<file path="src/rtl/ahb_slave_mux.sv">
// AHB slave-side response mux with a built-in default slave for unmapped transfers.
// Define AHB_MUX_ERR_COUNT_EN to add the saturating ERR_COUNT port.
module ahb_slave_mux #(
  parameter int DATA_WIDTH   = 32,
  parameter int NO_OF_SLAVES = 2
) (
  input  logic                               HCLK,
  input  logic                               HRESET,
  input  logic [NO_OF_SLAVES-1:0]            HSEL,
  input  logic [1:0]                         HTRANS,
  input  logic [NO_OF_SLAVES*DATA_WIDTH-1:0] HRDATA_S,
  input  logic [NO_OF_SLAVES-1:0]            HREADYOUT_S,
  input  logic [NO_OF_SLAVES-1:0]            HRESP_S,
  output logic [DATA_WIDTH-1:0]              HRDATA,
  output logic                               HREADY,
  output logic                               HRESP
`ifdef AHB_MUX_ERR_COUNT_EN
  ,
  output logic [7:0]                         ERR_COUNT
`endif
);

  typedef enum logic [1:0] {
    ST_IDLE = 2'd0,
    ST_ERR1 = 2'd1,
    ST_ERR2 = 2'd2
  } dflt_state_e;

  dflt_state_e               state_q, state_d;
  logic [NO_OF_SLAVES-1:0]   sel_q, sel_d;
  logic [NO_OF_SLAVES-1:0]   hsel_low;
  logic [DATA_WIDTH-1:0]     rdata_mux;
  logic                      ready_mux, resp_mux;
  logic                      dflt_ready, dflt_resp;
  logic                      sel_any, hready, trans_active, err_start;

  // Lowest-index set bit wins if the decoder ever asserts more than one select.
  // NOTE: every always_comb output gets a default first so no path leaves a latch.
  always_comb begin
    hsel_low = '0;
    for (int i = NO_OF_SLAVES - 1; i >= 0; i--) begin
      if (HSEL[i]) begin
        hsel_low    = '0;
        hsel_low[i] = 1'b1;
      end
    end
  end

  always_comb begin
    rdata_mux = '0;
    ready_mux = 1'b1;
    resp_mux  = 1'b0;
    for (int i = 0; i < NO_OF_SLAVES; i++) begin
      if (sel_q[i]) begin
        rdata_mux = HRDATA_S[i*DATA_WIDTH +: DATA_WIDTH];
        ready_mux = HREADYOUT_S[i];
        resp_mux  = HRESP_S[i];
      end
    end
  end

  always_comb begin
    dflt_ready = 1'b1;
    dflt_resp  = 1'b0;
    case (state_q)
      ST_ERR1: begin dflt_ready = 1'b0; dflt_resp = 1'b1; end
      ST_ERR2: begin dflt_ready = 1'b1; dflt_resp = 1'b1; end
      default: ;
    endcase
  end

  assign sel_any = |sel_q;
  assign hready  = sel_any ? ready_mux : dflt_ready;
  assign HREADY  = hready;
  assign HRESP   = sel_any ? resp_mux  : dflt_resp;
  assign HRDATA  = sel_any ? rdata_mux : '0;

  assign trans_active = (HTRANS == 2'b10) || (HTRANS == 2'b11);
  assign err_start    = hready && (HSEL == '0) && trans_active;

  always_comb begin
    sel_d   = hready ? hsel_low : sel_q;
    state_d = state_q;
    case (state_q)
      ST_IDLE: if (err_start) state_d = ST_ERR1;
      ST_ERR1: state_d = ST_ERR2;
      ST_ERR2: state_d = err_start ? ST_ERR1 : ST_IDLE;
      default: state_d = ST_IDLE;
    endcase
  end

  // NOTE: sequential state uses non-blocking assignments so all flops update together.
  always_ff @(posedge HCLK or posedge HRESET) begin
    if (HRESET) begin
      state_q <= ST_IDLE;
      sel_q   <= '0;
    end else begin
      state_q <= state_d;
      sel_q   <= sel_d;
    end
  end

`ifdef AHB_MUX_ERR_COUNT_EN
  logic [7:0] err_cnt_q, err_cnt_d;

  always_comb begin
    err_cnt_d = err_cnt_q;
    if (err_start && (err_cnt_q != 8'hFF)) err_cnt_d = err_cnt_q + 8'd1;
  end

  always_ff @(posedge HCLK or posedge HRESET) begin
    if (HRESET) err_cnt_q <= 8'd0;
    else        err_cnt_q <= err_cnt_d;
  end

  assign ERR_COUNT = err_cnt_q;
`endif

endmodule

</file>
<file path="config.mk">
export PLATFORM = sky130hd
export DESIGN_NAME = ahb_slave_mux
export DESIGN_NICKNAME = d
export VERILOG_FILES = /design/src/rtl/ahb_slave_mux.sv
export SDC_FILE = /design/constraint.sdc
export NUM_CORES = 1
export LEC_CHECK = 0
export BUFFER_PORTS_ARGS = -buffer_cell sky130_fd_sc_hd__buf_2
export CORE_ASPECT_RATIO = 1.2
export CORE_MARGIN = 2
export CORE_UTILIZATION = 25
export CTS_CLUSTER_DIAMETER = 120
export DETAILED_ROUTE_END_ITERATION = 10
export GPL_TIMING_DRIVEN = 0
export HOLD_SLACK_MARGIN = 0.12
export PLACE_DENSITY = 0.74
export SLEW_MARGIN = 30
export SYNTH_ARGS = -nofsm -noshare
export SYNTH_HDL_FRONTEND = slang
export SYNTH_SLANG_ARGS = --single-unit
</file>
<file path="constraint.sdc">
create_clock -name HCLK -period 1.4 [get_ports HCLK]
set_input_delay 0.14 -clock HCLK [delete_from_list [all_inputs] [get_ports HCLK]]
set_output_delay 0.14 -clock HCLK [all_outputs]
set_load 0.01 [all_outputs]
</file>
==> reports/metrics.csv, run 1 <==
metric;value;unit
regArea;103;µm²
final_layout_size_suffix_gt1_share;72.4;%
max_freq;0.650;GHz
via_per_inst;4.79;
path_max_fanout;4;
hpwlAfterDp;2340;µm
io_pins;108;
share_comb_of_total_power;84.0;%
initialDrtViolationCount;18;
fp.coreArea;0.00253;mm²
place.gp.congestion;0.774;
drt_first_pass_iters;4;
worstSetupPathType;reg2reg;
dp_worst_setup_slack;-0.188;ns
post-route-min-period;1.54;ns
design_power_total;2220;µW
clockBufferDepth;2;
synth_xor_area_share;0;%
setup_violations;37;
grt_remaining_overflow;0;
ys_types;20;
maxSlewHeadroom;73.7;%
synth_fa_ha_area_share;9.52;%
grt_antenna_before_repair;0;
hold_class;in2reg;
sw_frac_of_total;42.0;%
clock_tree.root_cell;clkbuf_4;
drt.antenna.violating_nets;0;
p_leak;0.000863;µW
critPathCaptureType;register;
yosysWarningCount;0;
layout_stage_area_growth_over_the_synthesis_result;121;%
switching_power;933;µW
layout_worst_path_cycle_share;110;%
yosys-mux-area-fraction;7.05;%
ys_seq_elements;4;
cts-buffers-inserted;3;
rows;20;
worstMarginPinSlew;0.393;ns
seqPwrFrac;9.4;%
routed_wire_length_per_instance;13.5;µm
clock_tree.htree_level_count;1;
cts.sinks;4;
finalNetCount;273;
grt_setup_unrepaired;yes;
fp.dieH;60.2;µm
clock_edge_transition_at_the_registers_on_the_reported_setup_and_hold_paths;0.04;ns
compound_cell_area_share_of_the_yosys_netlist;50.7;%
maxSlewViolCount;0;
postSynthNetCount;151;
die_extent_in_x;50.8;µm
power_density;1530;mW/mm²
stdcell_area;0.00145;mm²
totalWireLength;3040;µm
post-route-worst-setup-slack;-0.138;ns
port_buffers;106;
final_report_hold_violation_count;0;
syn-cell-area;657;µm²
via_count_of_the_first_global_routing_pass;1019;
synthesis.instances;72;
tritoncts_clock_tree;built;
diodes;0;
startpoint_type;register;
initial_utilization;26.0;%
multi_input_comb_area;538;µm²
final_core_occ;57.4;%
max-vdd-ir-drop;0.814;mV
grt_pass1_wl;4400;µm
grtUsageTotal;19.3;%
max-cap-violations;0;
fp.dieArea;0.00306;mm²
total_via_count_after_detailed_routing;1077;
synth_top_family_by_area;compound AO/OA/AOI/OAI gates;
cp.arrival;1.66;ns
clock_latency;0.24;ns
power.internal;1290;µW
area_fraction_in_and_or_nand_and_nor_cells_after_synthesis;9.52;%
failing_checks;negative setup slack;
place_area;0.00124;mm²
syn-mean-instance-area;9.12;µm²
r2r_slack;-0.14;ns
detail_route.drc_violations;0;
crit_required;1.52;ns
share_clk_of_total_power;6.6;%
fillerInstances;260;
synth-seq-area-share;15.2;%
grt_max_degree;11;
run_status;finished, violations left;
worst_clock_skew;0.00303;ns
[cell usage in the layout, fill, tap and decap left out, drive strengths merged]
cell type	netlist	final
ha	5	5
nand2	6	6
nand2b	1	1
inv	3	3
clkbuf	4	6
mux2	2	2
o21ai	1	1
o21bai	1	1
dfrtp	4	4
buf	4	121
nor2b	3	3
dlygate4sd3	0	1
nor3b	1	1
a22o	32	32
o31ai	2	2
mux2i	2	2
a21boi	1	1
[routing by layer]
| layer | wire length [µm] | GRT usage (%) | vias up |
|---|---|---|---|
| met4 | 56 | 10.0 | 0 |
| li1 | - | - | 524 |
| met2 | 1680 | 38.3 | 57 |
| met3 | 310 | 6.25 | 6 |
| met1 | 996 | 17.0 | 490 |
| met5 | 0 | 0 | - |
[sequential cells by signal, indices dropped and copies added, names as in the netlist]
| signal | flops |
|---|---|
| sel_q | 2 |
| state_q | 2 |
[critical path, stage by stage (launching register included)]
cell and delay [ns]:
dfrtp_2 0.43, ha_4 0.16, nor2b_4 0.12, o31ai_4 0.25, buf_4 0.17, mux2_4 0.28
[worst paths after layout]
| kind | start | end | cells past startpoint |
|---|---|---|---|
| max | state_q[0]$_DFFE_PP0P_ | sel_q[0]$_DFFE_PP0P_ | 5 |
| min | HSEL[0] | sel_q[0]$_DFFE_PP0P_ | 2 |
| max reg2reg | state_q[0]$_DFFE_PP0P_ | sel_q[0]$_DFFE_PP0P_ | 5 |
| min reg2reg | sel_q[0]$_DFFE_PP0P_ | sel_q[0]$_DFFE_PP0P_ | 2 |
| max in group asynchronous | HRESET | state_q[0]$_DFFE_PP0P_ | 3 |
| min in group asynchronous | HRESET | sel_q[1]$_DFFE_PP0P_ | 3 |
[area by class of cell]
type / count / share of cell area (%)
Multi-Input combinational cell: 57 / 37.1
Timing Repair Buffer: 118 / 44.7
Buffer: 7 / 5.95
Clock buffer: 3 / 1.55
Inverter: 3 / 0.777
Tap cell: 33 / 2.85
Sequential cell: 4 / 7.08
[power groups by stage]
stage	Combinational, µW	Sequential, µW	Clock (µW)
6_report	1870	208	147
5_1_grt	2020	213	163
4_1_cts	1840	199	150
3_5_place_dp	1450	226	0
3_3_place_gp	1430	221	0
2_1_floorplan	939	208	0
[cell families after synthesis]
group                    count (synthesis)
buffers and inverters                   11
multiplexers                             4
adder cells (fa/ha/maj)                  5
AND/OR/NAND/NOR                         11
AO/OA/AOI/OAI                           37
flip-flops                               4
[synth_stat cells (all sizes together)]
master   n  area share, %
a21boi   1            1.7
a22o    32             43
buf      4            4.0
clkbuf   4            2.3
dfrtp    4             15
ha       5            9.5
inv      3            1.7
mux2     2            4.0
mux2i    2            3.0
nand2    6            3.4
nand2b   1           0.95
nor2b    3            4.0
nor3b    1            1.1
o21ai    1           0.76
o21bai   1            1.1
o31ai    2            4.4
[repair_timing]
action                                  4_1_cts  5_1_grt
cloned                                        3        0
endpoints found under the setup margin       37       37
resized for setup                            28        4
pin swaps                                     2        1
endpoints found under the hold margin         4        0
hold buffers                                  1        0
buffers inserted                              6        2
[stage by stage]
stage / cells / setup TNS (ns) / hold WS (ns)
2_1_floorplan: 72 / -0.167 / -0.0939
3_3_place_gp: 211 / -1.24 / 0.0203
3_5_place_dp: 211 / -0.946 / 0.0213
6_report: 225 / -1.95 / 0.168
5_1_grt: 225 / -4.50 / 0.177
4_1_cts: 224 / -3.33 / 0.164
(Power assumes the default switching activity.)
==> inputs of run 2 (changes only) <==
--- a/config.mk
+++ b/config.mk
@@ -6,14 +6,16 @@
 export NUM_CORES = 1
 export LEC_CHECK = 0
 export BUFFER_PORTS_ARGS = -buffer_cell sky130_fd_sc_hd__buf_2
+export CELL_PAD_IN_SITES_DETAIL_PLACEMENT = 0
+export CELL_PAD_IN_SITES_GLOBAL_PLACEMENT = 1
 export CORE_ASPECT_RATIO = 1.2
 export CORE_MARGIN = 2
-export CORE_UTILIZATION = 25
+export CORE_UTILIZATION = 15
 export CTS_CLUSTER_DIAMETER = 120
 export DETAILED_ROUTE_END_ITERATION = 10
 export GPL_TIMING_DRIVEN = 0
 export HOLD_SLACK_MARGIN = 0.12
-export PLACE_DENSITY = 0.74
+export PLACE_DENSITY = 0.75
 export SLEW_MARGIN = 30
 export SYNTH_ARGS = -nofsm -noshare
 export SYNTH_HDL_FRONTEND = slang
==> run 2 against run 1 <==
  * The flow still finishes with violations (negative setup slack)
  * Clock power up 65%
  * Fmax grew 0.75%
  * Final cell count increased by 12%
  * Core utilization fell by 21 points
  * Global-route usage shrank 7.1 points
  * Critical path type is now reg2out
==> reports/metrics.csv, run 2 (synthesis gave the netlist of run 1 again) <==
metric;value;unit;change
run_status;finished, violations left;;unchanged
failing_checks;negative setup slack;;unchanged
layout_worst_path_cycle_share;109;%;was 110%
largestRegisters;sel_q (2), state_q (2);;unchanged
place_area;0.00127;mm²;was 0.00124 mm²
grt_pass1_wl;4820;µm;was 4400 µm
io_pins;108;;unchanged
post-route-min-period;1.53;ns;was 1.54 ns
grt_max_degree;11;;unchanged
drt_first_pass_iters;4;;unchanged
via_count_of_the_first_global_routing_pass;1067;;was 1019
worstSetupPathType;reg2out;;was reg2reg
maxSlewHeadroom;78.1;%;was 73.7%
cp.arrival;1.39;ns;was 1.66 ns
clock_tree.root_cell;clkbuf_8;;was clkbuf_4
cts.sinks;4;;unchanged
clock_tree.htree_level_count;1;;unchanged
max-cap-violations;0;;unchanged
finalNetCount;276;;was 273
die_extent_in_x;64.4;µm;was 50.8 µm
cts-buffers-inserted;3;;unchanged
totalWireLength;3040;µm;about the same
stdcell_area;0.00152;mm²;was 0.00145 mm²
final_report_hold_violation_count;0;;unchanged
final_layout_size_suffix_gt1_share;72.8;%;was 72.4%
diodes;0;;unchanged
clockBufferDepth;2;;unchanged
design_power_total;2380;µW;was 2220 µW
rows;26;;was 20
fp.coreArea;0.00423;mm²;was 0.00253 mm²
routed_wire_length_per_instance;12.1;µm;was 13.5 µm
clock_edge_transition_at_the_registers_on_the_reported_setup_and_hold_paths;0.03;ns;was 0.04 ns
maxSlewViolCount;0;;unchanged
place.gp.congestion;0.694;;was 0.774
drt.antenna.violating_nets;0;;unchanged
path_max_fanout;4;;unchanged
most_common_cell_after_layout_fill_and_taps_aside;buf_2;;unchanged
via_per_inst;4.25;;was 4.79
post-route-worst-setup-slack;-0.126;ns;was -0.138 ns
final_cell_mix;buf_2, a22o_1, buf_4;;was buf_2, a22o_1, buf_6
grt_remaining_overflow;0;;unchanged
fp.dieArea;0.00493;mm²;was 0.00306 mm²
critPathCaptureType;output pin;;was register
detail_route.drc_violations;0;;unchanged
worst_clock_skew;0.00229;ns;was 0.00303 ns
grt_setup_unrepaired;yes;;unchanged
crit_required;1.26;ns;was 1.52 ns
regArea;101;µm²;was 103 µm²
setup_violations;36;;was 37
tritoncts_clock_tree;built;;unchanged
layout_stage_area_growth_over_the_synthesis_result;132;%;was 121%
power_density;1560;mW/mm²;was 1530 mW/mm²
max-vdd-ir-drop;0.541;mV;was 0.814 mV
hold_class;in2reg;;unchanged
clock_latency;0.22;ns;was 0.24 ns
startpoint_type;register;;unchanged
total_via_count_after_detailed_routing;1066;;was 1077
grt_antenna_before_repair;0;;unchanged
worstMarginPinSlew;0.328;ns;was 0.393 ns
hpwlAfterDp;2410;µm;was 2340 µm
max_freq;0.655;GHz;was 0.650 GHz
fp.dieH;76.5;µm;was 60.2 µm
port_buffers;106;;unchanged
fillerInstances;455;;was 260
initialDrtViolationCount;4;;was 18
r2r_slack;-0.11;ns;was -0.14 ns
grtUsageTotal;12.2;%;was 19.3%
multi_input_comb_area;538;µm²;unchanged
p_leak;0.000887;µW;was 0.000863 µW
initial_utilization;15.5;%;was 26.0%
## run 2: changes by cell type in the layout (fill, tap and decap cells not counted), moves of 2 or more
cell      before  now
buf_4          6    9
buf_6         10    8
clkbuf_4       3    0
clkbuf_8       3    6
## run 2: path summary, 6_finish.rpt
path,start,cells after the start,endpoint
setup / recovery,state_q[0]$_DFFE_PP0P_,4,HREADY
hold / removal,HSEL[0],2,sel_q[0]$_DFFE_PP0P_
setup reg to reg,state_q[0]$_DFFE_PP0P_,5,state_q[1]$_DFFE_PP0P_
hold reg to reg,state_q[0]$_DFFE_PP0P_,2,state_q[0]$_DFFE_PP0P_
max in group asynchronous,HRESET,3,sel_q[0]$_DFFE_PP0P_
min in group asynchronous,HRESET,3,sel_q[1]$_DFFE_PP0P_
## run 2: worst max-delay path, cell delays in order, from the launching register on
cell and delay, ns:
dfrtp_1 0.40, ha_2 0.19, nor2b_4 0.13, o31ai_4 0.27, buf_2 0.19
## run 2: through the flow
step / hold slack [ns] / worst slack (ns) / utilization (%) / TNS [ns] / instances
after floorplan: -0.0939 / -0.117 / - / -0.167 / 72
after global placement: 0.0354 / -0.180 / 30.1 / -4.81 / 234
after detailed placement: 0.0388 / -0.172 / 30.1 / -4.54 / 234
after CTS: 0.177 / -0.138 / 35.5 / -2.89 / 249
after global routing: 0.189 / -0.191 / 36.0 / -3.22 / 251
final: 0.182 / -0.126 / 36.0 / -1.42 / 251
## run 2: per-layer routing
layer | share of wire, % | global-route usage [%] | routed length (µm) | up-vias
li1 | - | - | - | 529
met5 | 0 | 0 | 0 | -
met4 | 0 | 2.55 | 0 | 0
met2 | 53 | 24.5 | 1610 | 67
met1 | 34 | 11.3 | 1030 | 470
met3 | 13 | 4.28 | 391 | 0
## run 2: timing repair
item	in CTS	in global routing
pin swaps	0	1
hold endpoints to repair	4	0
gates resized for setup	31	0
hold buffers	1	0
cloned	3	0
buffers inserted	8	3
endpoints found under the setup margin	36	37
## run 2: layout make-up
type	count	area share, %
buffer	7	5.67
clock buffer	3	2.71
inverter	3	0.903
multi-input combinational	57	35.3
sequential	4	6.65
tap	56	4.60
timing repair buffer	121	44.2
## run 2: where the power goes
| group | switching (µW) | internal (µW) | total [µW] |
|---|---|---|---|
| clock network | 59.0 | 183 | 242 |
| registers | 35.3 | 161 | 197 |
| logic | 843 | 1100 | 1940 |
